**src/rtl/ahb_pkg.sv**
```systemverilog
// Shared AHB-Lite encodings and helpers for the two-master arbiter.
// Holds HTRANS/HBURST codes, HMSEL one-hot constants and burst length map.
package ahb_pkg;

    typedef enum logic [1:0] {
        HT_IDLE   = 2'b00,
        HT_BUSY   = 2'b01,
        HT_NONSEQ = 2'b10,
        HT_SEQ    = 2'b11
    } htrans_e;

    typedef enum logic [2:0] {
        HB_SINGLE = 3'd0,
        HB_INCR   = 3'd1,
        HB_WRAP4  = 3'd2,
        HB_INCR4  = 3'd3,
        HB_WRAP8  = 3'd4,
        HB_INCR8  = 3'd5,
        HB_WRAP16 = 3'd6,
        HB_INCR16 = 3'd7
    } hburst_e;

    localparam logic [1:0] MSEL_M0 = 2'b10;
    localparam logic [1:0] MSEL_M1 = 2'b01;

    // Beats in a fixed-length burst; SINGLE and undefined INCR count as one.
    function automatic logic [4:0] burst_beats(input logic [2:0] hburst);
        logic [4:0] beats;
        beats = 5'd1;
        unique case (hburst)
            HB_WRAP4,  HB_INCR4:  beats = 5'd4;
            HB_WRAP8,  HB_INCR8:  beats = 5'd8;
            HB_WRAP16, HB_INCR16: beats = 5'd16;
            default:              beats = 5'd1;
        endcase
        return beats;
    endfunction

endpackage

```
**src/rtl/ahb_arb_burst_cnt.sv**
```systemverilog
// Remaining-beat counter for the current fixed-length burst.
// burst_busy blocks re-arbitration while a burst is starting or in flight.
module ahb_arb_burst_cnt
    import ahb_pkg::*;
(
    input  logic       HCLK,
    input  logic       HRESETn,
    input  logic [1:0] htrans,
    input  logic [2:0] hburst,
    input  logic       hready,
    output logic       burst_busy
);

    logic [3:0] cnt_q;
    logic [3:0] cnt_d;
    logic [3:0] load_val;
    logic [4:0] beats_m1;
    logic       load_nz;

    // Next count: load on NONSEQ, step on SEQ, clear on IDLE, hold on BUSY.
    always_comb begin
        beats_m1 = burst_beats(hburst) - 5'd1;
        load_val = beats_m1[3:0];
        cnt_d    = cnt_q;
        if (hready) begin
            unique case (htrans)
                HT_NONSEQ: cnt_d = load_val;
                HT_SEQ:    cnt_d = (cnt_q != 4'd0) ? cnt_q - 4'd1 : 4'd0;
                HT_IDLE:   cnt_d = 4'd0;
                default:   cnt_d = cnt_q;
            endcase
        end
    end

    // The NONSEQ opening a multi-beat burst must not be followed by a handover,
    // so it counts as busy even though the register still reads zero.
    always_comb begin
        load_nz    = hready && (htrans == HT_NONSEQ) && (load_val != 4'd0);
        burst_busy = (cnt_q != 4'd0) || load_nz;
    end

    // Beat counter register.
    always_ff @(posedge HCLK or negedge HRESETn) begin
        if (!HRESETn) cnt_q <= 4'd0;
        else          cnt_q <= cnt_d;
    end

endmodule

```
**src/rtl/ahb_arbiter2.sv**
```systemverilog
// Two-master AHB-Lite arbiter: grants, HMSEL/HMSEL_D pipeline, HMASTER, HMASTLOCK.
// Define AHB_ARB_RR_EN for round-robin; default build is fixed priority (M0).
module ahb_arbiter2
    import ahb_pkg::*;
#(
    parameter logic [3:0] MASTER0_ID = 4'd0,
    parameter logic [3:0] MASTER1_ID = 4'd1
) (
    input  logic       HCLK,
    input  logic       HRESETn,
    input  logic       HBUSREQ0,
    input  logic       HBUSREQ1,
    input  logic       HLOCK0,
    input  logic       HLOCK1,
    input  logic [1:0] HTRANS,
    input  logic [2:0] HBURST,
    input  logic       HREADY,
    output logic       HGRANT0,
    output logic       HGRANT1,
    output logic [1:0] HMSEL,
    output logic [1:0] HMSEL_D,
    output logic [3:0] HMASTER,
    output logic       HMASTLOCK
);

    logic       gnt_q, gnt_d;
    logic [1:0] msel_q, msel_d;
    logic [1:0] msel_dq, msel_dd;
    logic [3:0] hmaster_q, hmaster_d;
    logic       mlock_q, mlock_d;
    logic       burst_busy;
    logic       hold_lock;
    logic       can_change;
    logic       win;
`ifdef AHB_ARB_RR_EN
    logic       ptr_q, ptr_d;
`endif

    ahb_arb_burst_cnt u_cnt (
        .HCLK       (HCLK),
        .HRESETn    (HRESETn),
        .htrans     (HTRANS),
        .hburst     (HBURST),
        .hready     (HREADY),
        .burst_busy (burst_busy)
    );

    // Winner selection and grant hold; gnt_q is 1 when master 1 owns the grant.
    always_comb begin
        hold_lock  = gnt_q ? HLOCK1 : HLOCK0;
        can_change = !hold_lock && !burst_busy;
        win        = 1'b0;
        if (HBUSREQ0 && HBUSREQ1) begin
`ifdef AHB_ARB_RR_EN
            win = ~ptr_q;
`else
            win = 1'b0;
`endif
        end else if (HBUSREQ1) begin
            win = 1'b1;
        end
        gnt_d = can_change ? win : gnt_q;
`ifdef AHB_ARB_RR_EN
        ptr_d = (can_change && (HBUSREQ0 || HBUSREQ1)) ? win : ptr_q;
`endif
    end

    // Address/data ownership advances only on accepted (HREADY) edges.
    always_comb begin
        msel_d    = msel_q;
        msel_dd   = msel_dq;
        hmaster_d = hmaster_q;
        mlock_d   = mlock_q;
        if (HREADY) begin
            msel_d    = gnt_q ? MSEL_M1 : MSEL_M0;
            msel_dd   = msel_q;
            hmaster_d = gnt_q ? MASTER1_ID : MASTER0_ID;
            mlock_d   = gnt_q ? HLOCK1 : HLOCK0;
        end
    end

    // State registers.
    always_ff @(posedge HCLK or negedge HRESETn) begin
        if (!HRESETn) begin
            gnt_q     <= 1'b0;
            msel_q    <= MSEL_M0;
            msel_dq   <= MSEL_M0;
            hmaster_q <= MASTER0_ID;
            mlock_q   <= 1'b0;
        end else begin
            gnt_q     <= gnt_d;
            msel_q    <= msel_d;
            msel_dq   <= msel_dd;
            hmaster_q <= hmaster_d;
            mlock_q   <= mlock_d;
        end
    end

`ifdef AHB_ARB_RR_EN
    // Last-served pointer; resets to master 1 so master 0 wins first.
    always_ff @(posedge HCLK or negedge HRESETn) begin
        if (!HRESETn) ptr_q <= 1'b1;
        else          ptr_q <= ptr_d;
    end
`endif

    assign HGRANT0   = ~gnt_q;
    assign HGRANT1   = gnt_q;
    assign HMSEL     = msel_q;
    assign HMSEL_D   = msel_dq;
    assign HMASTER   = hmaster_q;
    assign HMASTLOCK = mlock_q;

endmodule

```
**config.mk**
```make
export PLATFORM = sky130hd
export DESIGN_NAME = ahb_arbiter2
export DESIGN_NICKNAME = d
export VERILOG_FILES = /design/src/rtl/ahb_pkg.sv /design/src/rtl/ahb_arb_burst_cnt.sv /design/src/rtl/ahb_arbiter2.sv
export SDC_FILE = /design/constraint.sdc
export NUM_CORES = 1
export LEC_CHECK = 0
export CORE_AREA = 8 8 45 47
export CTS_BUF_LIST = sky130_fd_sc_hd__clkbuf_4 sky130_fd_sc_hd__clkbuf_8 sky130_fd_sc_hd__clkbuf_16
export CTS_CLUSTER_SIZE = 16
export DETAILED_ROUTE_END_ITERATION = 10
export DIE_AREA = 0 0 53 55
export DONT_BUFFER_PORTS = 1
export GPL_ROUTABILITY_DRIVEN = 0
export SLEW_MARGIN = 0
export SYNTH_ARGS = -nofsm -noshare
export SYNTH_HDL_FRONTEND = slang
export SYNTH_SLANG_ARGS = --single-unit
```
**constraint.sdc**
```tcl
create_clock -name HCLK -period 1.8 [get_ports HCLK]
set_input_delay 0 -clock HCLK [delete_from_list [all_inputs] [get_ports HCLK]]
set_output_delay 0 -clock HCLK [all_outputs]
set_load 0.05 [all_outputs]
```
==> impl_metrics.json <==
{
  "outcome": "completed",
  "drt_iter0_drc": 5,
  "core_area_um2": 1380,
  "utilization_pct": 53.0,
  "setup_viol": 0,
  "fin_area_um2": 733,
  "timing.fmax_mhz": 657,
  "synthFlopType": "dfrtp_1",
  "ys_seq_area_share_pct": 41.1,
  "crit_start": "u_cnt.cnt_q[0]",
  "nets": 89,
  "reg2reg_depth": 6,
  "synthCells": 60,
  "reg2reg_from": "u_cnt.cnt_q[0]",
  "setup_tns_ns": 0,
  "power.density_nw_per_um2": 839,
  "fin_ws_ns": 0.277,
  "areaGrowthSynthToFinish_pct": 19.3,
  "critPathKind": "flip-flop to flip-flop",
  "cts_max_path_buffers": 2,
  "syn_area_per_cell_um2": 10.2,
  "dpl.hpwl_mm": 1.01,
  "rsz0062_at_grt": "no",
  "cp_num_buf_inv": 2,
  "drive_gt1_share_pct": 23.9,
  "post-route-period-util_pct": 84.6,
  "ir_drop_mv": 0.272,
  "routed_via_density": 5.33,
  "p_clk_share_pct": 32.2,
  "die_h_um": 55,
  "grt_pass1_vias": 469,
  "synth_top_area_share_pct": 32.6,
  "post-cts-setup-buffers": 0,
  "grt_first_pass_wirelength_mm": 2.08,
  "reg2reg_slack_ns": 0.28,
  "maxCapViolations": 0,
  "postRouteAntennaNets": 0,
  "synth-edff-count": 0,
  "antenna_cells": 0,
  "pre_cts_slack_ns": 0.296,
  "power_frac_comb_pct": 21.3,
  "initial_utilization_pct": 44.4,
  "hold_violations": 0,
  "die_area_um2": 2920,
  "clk_pin_slew_ns": 0.07,
  "yosys_register_bits": 10,
  "grtUsageTotal_pct": 9.91,
  "worstPathCellList": "inv_1 -> ha_1 -> nor3b_2 -> buf_4 -> a31oi_1 -> a311oi_1",
  "drtPass1Iterations": 4,
  "min_path_type": "primary input to flip-flop",
  "vias": 464,
  "p_sw_uw": 191,
  "power_leakage_nw": 0.339,
  "drt-total-wl_mm": 1.39,
  "num_rows": 14,
  "crit_required_ns": 1.97,
  "slowest_delay_ns": 0.42,
  "reg2reg_to": "HGRANT1",
  "critPathMaxFanout": 5,
  "power_uw": 615,
  "crit_arrival_ns": 1.69,
  "yosys_warnings": 0,
  "finClkSkew_ns": 0.00338,
  "grt-ovfl-total": 0,
  "final.min_clock_period_ns": 1.52,
  "endpoint_kind": "flip-flop",
  "fill_cells": 133,
  "seq_power_share_pct": 46.5,
  "grt_max_degree": 11,
  "min_to": "HGRANT1",
  "crit_path_top_delay_cell": "dfrtp_1",
  "synthDistinctLibCells": 28,
  "cts_buffers": 3,
  "min_path_cells": 3,
  "ioPinCount": 23,
  "portBuffers": 0,
  "clock_latency_ns": 0.26,
  "yosys-top-cells-area": "dfrtp_1, ha_1, dfstp_2",
  "synth_top_area_cell": "dfrtp_1",
  "p_int_uw": 424,
  "path_delay_family": "flip-flops",
  "drv_slew": 0,
  "holdCritStartpoint": "HBUSREQ1",
  "cts-htree-levels": 1,
  "tritoncts": "yes",
  "cts_root_buffer": "clkbuf_4",
  "async_reset_ff_share_pct": 100,
  "placed_area_um2": 637,
  "drc_errors": 0,
  "power_switching_share_pct": 31.0,
  "die_w_um": 53,
  "netlist_area_um2": 614,
  "clock_sinks": 10,
  "antenna_found_initial": 0,
  "start_kind": "flip-flop",
  "avgRoutedWirePerCell_um": 16.0
}
[cell type report]
class	count	area, um2	share of cell area, %
Multi-Input combinational cell	39	304	41.5
Tap cell	16	20.0	2.73
Timing Repair Buffer	10	90.1	12.3
Sequential cell	10	253	34.5
Clock buffer	4	36.3	4.95
Inverter	8	30.0	4.10
[sequential cells by signal, indices dropped and copies added (netlist names)]
name         flops
u_cnt.cnt_q      4
HMSEL_D          2
HMSEL            2
HMASTLOCK        1
HGRANT1          1
[kinds of logic after synthesis]
logic type,count (synthesis),share of synthesized area [%]
muxes,5,8.96
AOI/OAI and AO/OA,13,16.7
adders and majority gates,5,10.2
and+or+nand+nor,13,11.8
other,1,0.610
DFF,10,41.1
buffers and inverters,13,10.6
[power groups by stage]
| stage | clock [mW] | sequential (mW) | combinational, mW |
|---|---|---|---|
| detailed placement | 0 | 0.290 | 0.111 |
| global route | 0.220 | 0.289 | 0.143 |
| CTS | 0.206 | 0.286 | 0.131 |
| finish | 0.198 | 0.286 | 0.131 |
| global placement | 0 | 0.289 | 0.110 |
| floorplan | 0 | 0.288 | 0.0940 |
[placed cells by master (no fill, tap or decap), types with 2 or more instances in the layout]
| master | synthesis | final |
|---|---|---|
| nor3_1 | 3 | 3 |
| dfstp_2 | 2 | 2 |
| dlygate4sd3_1 | 0 | 6 |
| conb_1 | 1 | 3 |
| dfrtp_1 | 8 | 8 |
| clkbuf_4 | 0 | 3 |
| buf_4 | 4 | 4 |
| inv_1 | 8 | 8 |
| ha_1 | 5 | 5 |
| o31ai_1 | 2 | 2 |
| mux2_2 | 4 | 4 |
| nor2_1 | 4 | 4 |
| nor2b_1 | 2 | 2 |
[cells in the mapped netlist, drive strengths merged, types with 2 or more instances]
| master | n |
|---|---|
| dfrtp | 8 |
| nor3 | 3 |
| mux2 | 4 |
| nor2 | 4 |
| o22a | 2 |
| a22o | 2 |
| ha | 5 |
| inv | 8 |
| buf | 5 |
| nor2b | 2 |
| dfstp | 2 |
| o31ai | 2 |
[worst reg2reg max path, delay by kind of cell, from the launching register on]
kind	cells	cell delay [ns]
compound gates	2	0.27
fa+ha+maj	1	0.14
buf+inv	2	0.30
flops	1	0.42
simple gates	1	0.30
[timing repair]
action	4_1_cts	5_1_grt
hold buffers	6	0
hold endpoints to repair	16	0
gates resized for setup	0	0
[how the worst max path moves through the flow]
stage / endpoint / slack [ns] / cells past startpoint
finish: HGRANT1 / 0.28 / 6
global route: HGRANT1 / 0.19 / 6
CTS: HGRANT1 / 0.27 / 6
detailed placement: HGRANT1 / 0.30 / 6
global placement: HGRANT1 / 0.31 / 6
floorplan: HMSEL[1] / 0.31 / 2
[routing by layer]
metal | part of all wire [%] | GRT usage (%) | up-vias
li1 | - | - | 228
met5 | 0 | 0 | -
met3 | 8.7 | 3.48 | 0
met4 | 0 | 7.76 | 0
met2 | 53 | 16.4 | 14
met1 | 38 | 10.1 | 222
[stage by stage]
step,hold slack (ns),std cells
final,0.0287,87
after global routing,0.0240,87
after CTS,0.0203,87
after detailed placement,-0.295,77
after global placement,-0.295,77
after floorplan,-0.296,62
(Power assumes the default switching activity.)
